[src/rtl/i2s_tx_master.sv]
// I2S transmit master: divides clk into bck/lrck and serialises buffered stereo pairs.
// Optional macro I2S_TX_REPEAT_ON_UNDERRUN_EN: on underrun, resend the previous pair instead of zeros.
module i2s_tx_master #(
    parameter int WORD_SIZE = 24,
    parameter int SLOT_BITS = 32,
    parameter int BCK_DIV   = 4
) (
    input  logic                 clk,
    input  logic                 rst,
    input  logic                 en,
    input  logic [WORD_SIZE-1:0] l_din,
    input  logic [WORD_SIZE-1:0] r_din,
    input  logic                 din_valid,
    output logic                 din_ready,
    input  logic                 underrun_clr,
    output logic                 bck,
    output logic                 lrck,
    output logic                 dout,
    output logic                 frame_start,
    output logic                 underrun
);

    localparam int FRAME = 2 * SLOT_BITS;
    localparam int KW    = (FRAME > 1) ? $clog2(FRAME) : 1;
    localparam int DW    = (BCK_DIV > 1) ? $clog2(BCK_DIV) : 1;
    localparam logic [KW-1:0] K_LAST   = KW'(FRAME - 1);
    localparam logic [DW-1:0] DIV_LAST = DW'(BCK_DIV - 1);

    logic [DW-1:0]        div_cnt;
    logic [KW-1:0]        k;
    logic [KW-1:0]        k_next;
    logic                 hold_full;
    logic [WORD_SIZE-1:0] hold_l;
    logic [WORD_SIZE-1:0] hold_r;
    logic [WORD_SIZE-1:0] sh_l;
    logic [WORD_SIZE-1:0] sh_r;
    logic [WORD_SIZE-1:0] load_l;
    logic [WORD_SIZE-1:0] load_r;
    logic                 tick;
    logic                 fall;
    logic                 load;
    logic                 accept;
    logic                 lrck_next;
    logic                 dout_next;
    logic                 bit_l;
    logic                 bit_r;
    int                   kn;

    assign din_ready = !hold_full;

    always_comb begin
        tick   = en && (div_cnt == DIV_LAST);
        fall   = tick && bck;
        k_next = (k == K_LAST) ? '0 : k + KW'(1);
        load   = fall && (k_next == '0);
        accept = din_valid && !hold_full;
        kn     = int'(k_next);

        if (hold_full) begin
            load_l = hold_l;
            load_r = hold_r;
        end else begin
`ifdef I2S_TX_REPEAT_ON_UNDERRUN_EN
            load_l = sh_l;
            load_r = sh_r;
`else
            load_l = '0;
            load_r = '0;
`endif
        end

        // Bit k of the frame: left word MSB-first from k=0, right word from k=SLOT_BITS.
        bit_l = 1'b0;
        bit_r = 1'b0;
        for (int i = 0; i < WORD_SIZE; i++) begin
            if (kn == WORD_SIZE - 1 - i)
                bit_l = sh_l[i];
            if (kn == SLOT_BITS + WORD_SIZE - 1 - i)
                bit_r = sh_r[i];
        end

        lrck_next = (kn >= SLOT_BITS - 1) && (kn <= 2 * SLOT_BITS - 2);
        dout_next = load ? load_l[WORD_SIZE-1] : (bit_l | bit_r);
    end

    always_ff @(posedge clk) begin
        if (rst) begin
            div_cnt     <= '0;
            bck         <= 1'b0;
            lrck        <= 1'b0;
            dout        <= 1'b0;
            k           <= K_LAST;
            frame_start <= 1'b0;
            underrun    <= 1'b0;
            hold_full   <= 1'b0;
            hold_l      <= '0;
            hold_r      <= '0;
            sh_l        <= '0;
            sh_r        <= '0;
        end else begin
            frame_start <= load;

            if (!en) begin
                div_cnt <= '0;
                bck     <= 1'b0;
                lrck    <= 1'b0;
                dout    <= 1'b0;
                k       <= K_LAST;
            end else begin
                div_cnt <= tick ? '0 : div_cnt + DW'(1);
                if (tick)
                    bck <= !bck;
                if (fall) begin
                    k    <= k_next;
                    lrck <= lrck_next;
                    dout <= dout_next;
                end
            end

            if (load) begin
                sh_l <= load_l;
                sh_r <= load_r;
            end

            // A pair offered during an empty-buffer load still lands for the next frame.
            if (accept) begin
                hold_l    <= l_din;
                hold_r    <= r_din;
                hold_full <= 1'b1;
            end else if (load) begin
                hold_full <= 1'b0;
            end

            if (load && !hold_full)
                underrun <= 1'b1;
            else if (underrun_clr)
                underrun <= 1'b0;
        end
    end

endmodule
[config.mk]
export PLATFORM = sky130hd
export DESIGN_NAME = i2s_tx_master
export DESIGN_NICKNAME = d
export VERILOG_FILES = /design/src/rtl/i2s_tx_master.sv
export SDC_FILE = /design/constraint.sdc
export NUM_CORES = 1
export LEC_CHECK = 0
export ABC_AREA = 0
export BUFFER_PORTS_ARGS = -buffer_cell sky130_fd_sc_hd__clkbuf_2
export CORE_ASPECT_RATIO = 0.9
export CORE_MARGIN = 8
export CORE_UTILIZATION = 57
export CTS_CLUSTER_SIZE = 24
export DETAILED_ROUTE_END_ITERATION = 6
export MAX_ROUTING_LAYER = met4
export PLACE_DENSITY = 0.79
export SLEW_MARGIN = 20
export SYNTH_ARGS = -nofsm -noshare
export SYNTH_HDL_FRONTEND = slang
export SYNTH_SLANG_ARGS = --single-unit
[constraint.sdc]
create_clock -name clk -period 2.84 [get_ports clk]
set_input_delay 0.426 -clock clk [delete_from_list [all_inputs] [get_ports clk]]
set_output_delay 0.426 -clock clk [all_outputs]
set_load 0.01 [all_outputs]
==> metrics, run 1 <==
status finished clean; ANT cells 0; achievable frequency between 300 and 400 MHz; CP cell instances ha_2 > nand4_1 > o2bb2ai_2 > and3_4 > a31oi_4 > buf_12 > a22o_1; detailed-router iteration count before antenna repair 5; Tightest Pin Transition ~700 ps; #FFs+latches synth 109; P_sw slightly below 0.7 mW; synthesis-to-finish area growth 12.8%; Pleak around 2.2 nW; Root Buffer clkbuf_8; Filler cells 696; die width ~110 µm; Vias approximately 4200; initial antenna violation count 0; Post-CTS Resized 0; Seq/Total Area, Yosys 0.459; Max Cap Viol 0; CTS Hold Buffers Added 0; Placed Area a little over 5000 µm²; DIE HEIGHT around 100 µm; Final period util 0.917; P per Cell Area around 500 nW/µm²; port bufs 58; post-synth cell types slightly above 60; drt initial violations a little under 300; fraction of registers with async set/reset 0; Hold Vio Cnt, Final 0; nature of the critical path startpoint register; Slew Limit Fails 0; Met2 Wirelength around 5.6 mm; most frequent cells in the layout 120 x nand2_1, 108 x dfxtp_1, 65 x a21oi_1; relative slew slack 0.539; CP required 3110 ps; vias in the first global route about 4000; Setup Buffers After CTS 0; post-detail-place hpwl around 8.4 mm; WL/cell between 15 and 20 µm; CP max stage cell dfxtp_1; Post-Syn Nets just over 600; yosys warns 0; placed cells around 690; Clock Tree Buf Depth 2; max layer used met4; Critical Path AT around 2900 ps; GRT overflow 0; Clk Latency, worst-skew pair roughly 380 ps; Pwr Total about 2.7 mW; DRC Markers 0; vias per cell 5.99; Sum Neg Setup Slack 0 ps; CTS tree yes; Comb pwr share 0.060; Max stage delay on crit path between 500 and 600 ps; worst vdd ir about 0.00045 V; clock skew roughly 14 ps; Initial Utilization 0.590; RSZ-0062 raised after global routing false; sw frac 0.256; share of power burned in the clock network 0.340; Critical path buffers and inverters 1; Routability Congestion ~0.94; Pint 1.98 mW; post-route cell area about 5400 µm²; Top FF cell, synth dfxtp_1; Clock transition at path regs between 100 and 150 ps; largest net degree at the start of global routing 53; standard-cell rows 31; Period minus WS final 2600 ps; Setup CP Type reg2reg; most common cell after layout, fill and taps aside nand2_1; Final ANT Viol Nets 0; mean area per synthesized cell ~8.5 µm²; Die ar. ~12000 µm²; non-filler cells, final between 700 and 800; final net count 663; Hold Path Class in2reg; IO Pins 59; number of synthesized flops with an enable pin 0; first-pass GRT wire length ~20 mm; final setup violation count 0; Crit. End Element register; WL met3 around 580 µm; layout cells sized above 1 0.176; CORE AREA roughly 8100 µm²; GRT Total Usage 0.219; Max Fanout on Critical Path 35; Post-Syn Instances 559; H-tree levels 3; Routed WL 11.9 mm; Cell Area, Synth around 4800 µm²; # clock sinks around 110; cts bufs inserted 9; CP delay by family, top compound AO/OA/AOI/OAI gates; M1 wire length 5.52 mm; share of power burned in registers 0.601
-- worst min-delay path, stage by stage --
cell      delay [ps]
clkbuf_2          80
nand2_1           40
a21oi_1           50
-- Yosys cell counts, drive strengths merged, types with 2 or more instances --
library cell,n,area (µm²)
and4b,2,20.0
a32o,2,20.0
nor2,19,73.8
o221ai,6,52.6
nor3,4,20.0
buf,18,111
o22ai,5,31.3
ha,6,75.1
a31oi,3,25.0
mux2i,2,20.0
nand2,120,450
a22o,50,438
and3b,2,17.5
nand3b,4,30.0
nand4,6,37.5
a221oi,6,52.6
and3,9,66.3
o31ai,2,20.0
o2bb2ai,3,32.5
dfxtp,109,2180
nand3,12,60.1
a32oi,2,17.5
nor2b,6,40.0
a2bb2oi,3,26.3
and2,8,52.6
a22oi,2,15.0
o211ai,4,30.0
nor4,3,18.8
o21a,3,22.5
o21ai,15,75.1
clkbuf,27,101
nand2b,3,18.8
a21oi,65,325
inv,13,48.8
-- path summary, 6_finish.rpt --
path | from | to | slack, ps | cells after the start
worst max-delay path | k[1] | sh_r[0] | 240 | 7
worst min-delay path | l_din[7] | hold_l[7] | 250 | 3
worst max register to register | k[1] | sh_r[0] | 240 | 7
worst min register to register | div_cnt[0] | div_cnt[0] | 440 | 1
-- area by class of cell --
cell class              instances  area, µm²  area share
flip-flops and latches        109       2180       0.407
repair buffers                 79        485      0.0905
clock inverters                 6       62.6      0.0117
well taps                      99        124      0.0231
multi-input cells             392       2330       0.435
clock buffers                  10        128      0.0238
inverters                      13       48.8     0.00910
-- registers in the layout, indices dropped and copies added (netlist names) --
name,count
sh_r,24
frame_start,1
div_cnt,2
underrun,1
sh_l,23
hold_l,24
bck,1
hold_full,1
dout,1
lrck,1
k,6
hold_r,24
-- through the flow --
step	setup WS [ps]	hold slack, ps	utilization
after floorplan	645	404	-
after global placement	261	413	0.641
after detailed placement	130	434	0.641
after CTS	92.3	240	0.665
after global routing	43.3	239	0.665
final	237	250	0.665
-- kinds of logic after synthesis --
kind of cell    synth area share
simple gates               0.201
compound gates             0.264
flops                      0.459
buf+inv                   0.0550
fa+ha+maj                 0.0158
mux                      0.00421
xor+xnor                 0.00184
-- power groups by stage --
| stage | Combinational (mW) | Clock, mW | Sequential [mW] |
|---|---|---|---|
| after detailed placement | 0.161 | 0 | 1.63 |
| after floorplan | 0.100 | 0 | 1.62 |
| after global routing | 0.182 | 0.986 | 1.60 |
| after global placement | 0.153 | 0 | 1.63 |
| after CTS | 0.161 | 0.926 | 1.60 |
| final | 0.159 | 0.903 | 1.60 |
-- routing by layer --
metal	up-vias	GRT usage
li1	2099	-
met1	1992	0.273
met2	130	0.345
met3	19	0.0416
met4	0	0.0911
met5	-	-
Power figures use the tool's default switching activity.
==> run 2: changes to the inputs <==
- CORE_UTILIZATION: 57 -> 45
- PLACE_DENSITY: 0.79 -> not set
==> metrics, run 2 (synthesized netlist as in run 1, its figures left out) <==
Max Fanout on Critical Path 14 (was 35); final setup violation count 0 (unchanged); first-pass GRT wire length 20.3 mm (was 19.9 mm); ANT cells 0 (unchanged); worst vdd ir 0.000373 V (was 0.000449 V); DIE HEIGHT 114 µm (was 103 µm); drt initial violations 302 (was 298); final net count 664 (was 663); Crit. End Element register (unchanged); most frequent cells in the layout 120 x nand2_1, 108 x dfxtp_1, 65 x a21oi_1 (unchanged); Final period util 0.930 (was 0.917); GRT Total Usage 0.179 (was 0.219); Hold Path Class in2reg (unchanged); nature of the critical path startpoint register (unchanged); CP required 3130 ps (was 3110 ps); Clk Latency, worst-skew pair 350 ps (was 380 ps); # clock sinks 109 (unchanged); Die ar. 14100 µm² (was 11500 µm²); Tightest Pin Transition 606 ps (was 689 ps); relative slew slack 0.595 (was 0.539); vias in the first global route 3995 (was 4074); Clock Tree Buf Depth 2 (unchanged); Pleak 2.25 nW (was 2.20 nW); status finished clean (unchanged); layout cells sized above 1 0.176 (unchanged); port bufs 58 (unchanged); most common cell after layout, fill and taps aside nand2_1 (unchanged); Max stage delay on crit path 580 ps (was 590 ps); biggest regs hold_l x24, hold_r x24, sh_r x24 (unchanged); Slew Limit Fails 0 (unchanged); clock skew 5.15 ps (was 13.9 ps); Root Buffer clkbuf_16 (was clkbuf_8); Hold Vio Cnt, Final 0 (unchanged); RSZ-0062 raised after global routing false (unchanged); cts bufs inserted 9 (unchanged); Period minus WS final 2640 ps (was 2600 ps); GRT overflow 0 (unchanged); die width 124 µm (was 112 µm); Filler cells 981 (was 696); post-detail-place hpwl 8.78 mm (was 8.38 mm); Final ANT Viol Nets 0 (unchanged); vias per cell 5.61 (was 5.99); Setup CP Type reg2reg (unchanged); Critical Path AT 2930 ps (was 2870 ps); H-tree levels 3 (unchanged); CTS tree yes (unchanged); WL/cell 16.5 µm (was 16.8 µm); synthesis-to-finish area growth 15.9% (was 12.8%); Clock transition at path regs 70 ps (was 110 ps); achievable frequency 378 MHz (was 384 MHz); CTS Hold Buffers Added 0 (unchanged); Routability Congestion 0.925 (was 0.940); Max Cap Viol 0 (unchanged); DRC Markers 0 (unchanged); standard-cell rows 35 (was 31); initial antenna violation count 0 (unchanged); Vias 4143 (was 4240); Pwr Total 3.04 mW (was 2.66 mW); largest net degree at the start of global routing 53 (unchanged); Sum Neg Setup Slack 0 ps (unchanged); CP max stage cell dfxtp_1 (unchanged); Initial Utilization 0.462 (was 0.590); Routed WL 12.2 mm (was 11.9 mm); CP cell instances ha_1 > nand2b_1 > o21ai_1 > nor2_2 > and3_4 > and3_4 > and2_4 > buf_4 > a22o_1 (was ha_2 > nand4_1 > o2bb2ai_2 > and3_4 > a31oi_4 > buf_12 > a22o_1); most used cell, CP and3_4; IO Pins 59 (unchanged); P per Cell Area 552 nW/µm² (was 496 nW/µm²); CORE AREA 10300 µm² (was 8070 µm²); detailed-router iteration count before antenna repair 5 (unchanged)
run 2: cell count changes in the layout (fill, tap and decap cells not counted), sizes merged:
cell / before / now
buf: 21 / 22
bufinv: 0 / 1
clkbuf: 68 / 67
clkinv: 2 / 3
inv: 17 / 15
run 2: final timing paths:
| path | start | to | slack, ps | cells past startpoint |
|---|---|---|---|---|
| max | k[1] | sh_r[5] | 200 | 9 |
| min reg2reg | div_cnt[0] | div_cnt[0] | 430 | 1 |
| max reg2reg | k[1] | sh_r[5] | 200 | 9 |
| min | l_din[14] | hold_l[14] | 290 | 3 |
run 2: what timing repair did:
| item | in CTS | in global routing |
|---|---|---|
| setup buffers | 0 | 0 |
| endpoints found under the setup margin | 0 | 15 |
| resized for setup | 0 | 1 |
run 2: layout make-up:
type	instances	area, µm²	share of cell area
multi-input cells	392	2330	0.423
flip-flops and latches	109	2180	0.396
repair buffers	80	480	0.0871
clock buffers	9	225	0.0408
well taps	129	161	0.0293
clock inverters	6	83.8	0.0152
inverters	13	48.8	0.00885
run 2: critical path: cells and delay by family (launching register included):
kind	cells	cell delay, ps
AND/OR/NAND/NOR	5	1130
AO/OA/AOI/OAI	2	280
buffers and inverters	1	190
flip-flops	1	580
adder cells (fa/ha/maj)	1	370
run 2: metrics by stage:
stage | setup slack [ps] | cell area [µm²] | utilization | hold WS (ps) | std cells
2_1_floorplan | 645 | 4760 | - | 404 | 559
3_3_place_gp | 218 | 5200 | 0.506 | 414 | 723
3_5_place_dp | 199 | 5200 | 0.506 | 420 | 723
4_1_cts | 165 | 5510 | 0.536 | 278 | 738
5_1_grt | 54.4 | 5510 | 0.536 | 281 | 738
6_report | 198 | 5510 | 0.536 | 290 | 738
run 2: power by group:
group / leakage, nW / switching [mW] / internal (mW)
clock network: 0.151 / 0.584 / 0.699
registers: 0.886 / 0.0247 / 1.57
logic: 1.21 / 0.0960 / 0.0661
run 2: per-layer routing:
layer | routed length, µm | GRT usage | part of all wire | vias up
met3 | 475 | 0.0376 | 0.039 | 24
met1 | 5930 | 0.229 | 0.49 | 1925
met2 | 5470 | 0.266 | 0.45 | 95
li1 | - | - | - | 2099
met4 | 322 | 0.0794 | 0.026 | 0
met5 | 0 | - | 0 | -
==> run 3: changes to the inputs <==
- clock period: 2.84 -> 2.7 ns (I/O delays scaled with it)
==> metrics, run 3 (synthesized netlist as in run 1, its figures left out) <==
Hold Vio Cnt, Final 0 (unchanged); RSZ-0062 raised after global routing false (unchanged); biggest regs hold_l x24, hold_r x24, sh_r x24 (unchanged); DIE HEIGHT 114 µm (unchanged); drt initial violations 317 (was 302); GRT Total Usage 0.175 (was 0.179); nature of the critical path startpoint register (unchanged); Initial Utilization 0.462 (unchanged); CP delay by family, top simple AND/OR/NAND/NOR gates (unchanged); cell depth of the worst setup path 9 (unchanged); worst reg2reg path startpoint k[0] (was k[1]); Tightest Pin Transition 625 ps (was 606 ps); vias in the first global route 3986 (was 3995); Vias 4132 (was 4143); # clock sinks 109 (unchanged); P per Cell Area 558 nW/µm² (was 552 nW/µm²); most frequent cells in the layout 120 x nand2_1, 109 x dfxtp_1, 65 x a21oi_1 (was 120 x nand2_1, 108 x dfxtp_1, 65 x a21oi_1); most used cell, CP and3_4 (unchanged); IO Pins 59 (unchanged); port bufs 58 (unchanged); FF-to-FF End sh_l[13] (was sh_r[5]); Pwr Total 3.08 mW (was 3.04 mW); Pleak 2.26 nW (was 2.25 nW); Setup CP Type reg2reg (unchanged); Max Fanout on Critical Path 30 (was 14); most common cell after layout, fill and taps aside nand2_1 (unchanged); Setup Buffers After CTS 0 (unchanged); Hold EP hold_l[8] (was hold_l[14]); standard-cell rows 35 (unchanged); Critical Path AT 2830 ps (was 2930 ps); final setup violation count 0 (unchanged); CP cell instances ha_1 > nand2b_1 > o21ai_1 > nor2_2 > and3_4 > and3_4 > and2_4 > buf_12 > a22o_1 (was ha_1 > nand2b_1 > o21ai_1 > nor2_2 > and3_4 > and3_4 > and2_4 > buf_4 > a22o_1); status finished clean (unchanged); Sum Neg Setup Slack 0 ps (unchanged); Final period util 0.942 (was 0.930); Max Cap Viol 0 (unchanged); Routability Congestion 0.914 (was 0.925); final net count 667 (was 664); Min-Delay Path Depth 3 (unchanged); die width 124 µm (unchanged); setup slack, reg-to-reg 160 ps (was 200 ps); H-tree levels 3 (unchanged); Crit. End Element register (unchanged); DRC Markers 0 (unchanged); Clock transition at path regs 70 ps (about the same); post-detail-place hpwl 8.56 mm (was 8.78 mm); Root Buffer clkbuf_16 (unchanged); WL met3 489 µm (was 475 µm); Clk Latency, worst-skew pair 340 ps (was 350 ps); worst vdd ir 0.000412 V (was 0.000373 V); WL/cell 16.2 µm (was 16.5 µm); clock skew 6.07 ps (was 5.15 ps); Clock Tree Buf Depth 2 (unchanged); cts bufs inserted 9 (unchanged); Critical path buffers and inverters 1 (unchanged); max layer used met4 (unchanged); detailed-router iteration count before antenna repair 5 (unchanged); Final ANT Viol Nets 0 (unchanged); ANT cells 0 (unchanged); CORE AREA 10300 µm² (unchanged); achievable frequency 393 MHz (was 378 MHz); Slew Limit Fails 0 (unchanged); Routed WL 12.0 mm (was 12.2 mm); first-pass GRT wire length 20.1 mm (was 20.3 mm); Max stage delay on crit path 480 ps (was 580 ps); Worst Reg-to-Reg Cells 9 (unchanged); relative slew slack 0.583 (was 0.595); GRT overflow 0 (unchanged); CP max stage cell dfxtp_1 (unchanged); M1 wire length 5.85 mm (was 5.93 mm); hold_sp l_din[8] (was l_din[14]); Met2 Wirelength 5.53 mm (was 5.47 mm); Hold Path Class in2reg (unchanged); Period minus WS final 2540 ps (was 2640 ps); Filler cells 981 (unchanged); layout cells sized above 1 0.180 (was 0.176); CTS tree yes (unchanged); synthesis-to-finish area growth 16.0% (was 15.9%); vias per cell 5.58 (was 5.61); CP required 2990 ps (was 3130 ps); largest net degree at the start of global routing 50 (was 53); initial antenna violation count 0 (unchanged); Die ar. 14100 µm² (unchanged)
==> run 3: power by group <==
group / leakage [nW] / internal, mW / switching [mW]
Combinational: 1.24 / 0.0685 / 0.101
Sequential: 0.886 / 1.65 / 0.0267
Clock: 0.133 / 0.635 / 0.596
Total: 2.26 / 2.36 / 0.723
==> run 3: layer usage <==
metal,up-vias,track usage
li1,2105,-
met1,1917,0.227
met2,95,0.272
met3,15,0.0325
met4,0,0.0529
met5,-,-
==> run 3: worst max path at each step <==
stage	slack (ps)	start	to
5_1_grt	30	k[0]	dout
3_5_place_dp	100	k[0]	dout
3_3_place_gp	130	k[0]	dout
2_1_floorplan	500	k[0]	dout
6_report	160	k[0]	sh_l[13]
4_1_cts	100	k[0]	dout
==> run 3: worst reg2reg max path, stage by stage (launching register included) <==
cell and delay [ps]:
dfxtp_1 480, ha_1 440, nand2b_1 190, o21ai_1 110, nor2_2 300, and3_4 280, and3_4 190, and2_4 170
buf_12 170, a22o_1 160
==> run 3: per-stage QoR <==
step / util / instance area (µm²) / hold slack [ps] / worst slack (ps) / cells
6_report: 0.537 / 5520 / 268 / 157 / 741
5_1_grt: 0.537 / 5520 / 263 / 27.5 / 741
4_1_cts: 0.536 / 5520 / 260 / 95.5 / 741
3_5_place_dp: 0.509 / 5240 / 420 / 97.4 / 726
3_3_place_gp: 0.509 / 5240 / 414 / 128 / 726
2_1_floorplan: - / 4760 / 404 / 505 / 559
==> run 3: area by class of cell <==
type	instances	area, µm²	share of cell area
Sequential cell	109	2180	0.395
Clock inverter	6	51.3	0.00929
Multi-Input combinational cell	392	2340	0.423
Inverter	13	48.8	0.00884
Timing Repair Buffer	83	515	0.0934
Clock buffer	9	225	0.0408
Tap cell	129	161	0.0292
==> run 3: repair_timing <==
action	CTS	global route
setup endpoints to repair	0	1
gates resized for setup	0	1
hold buffers	0	0
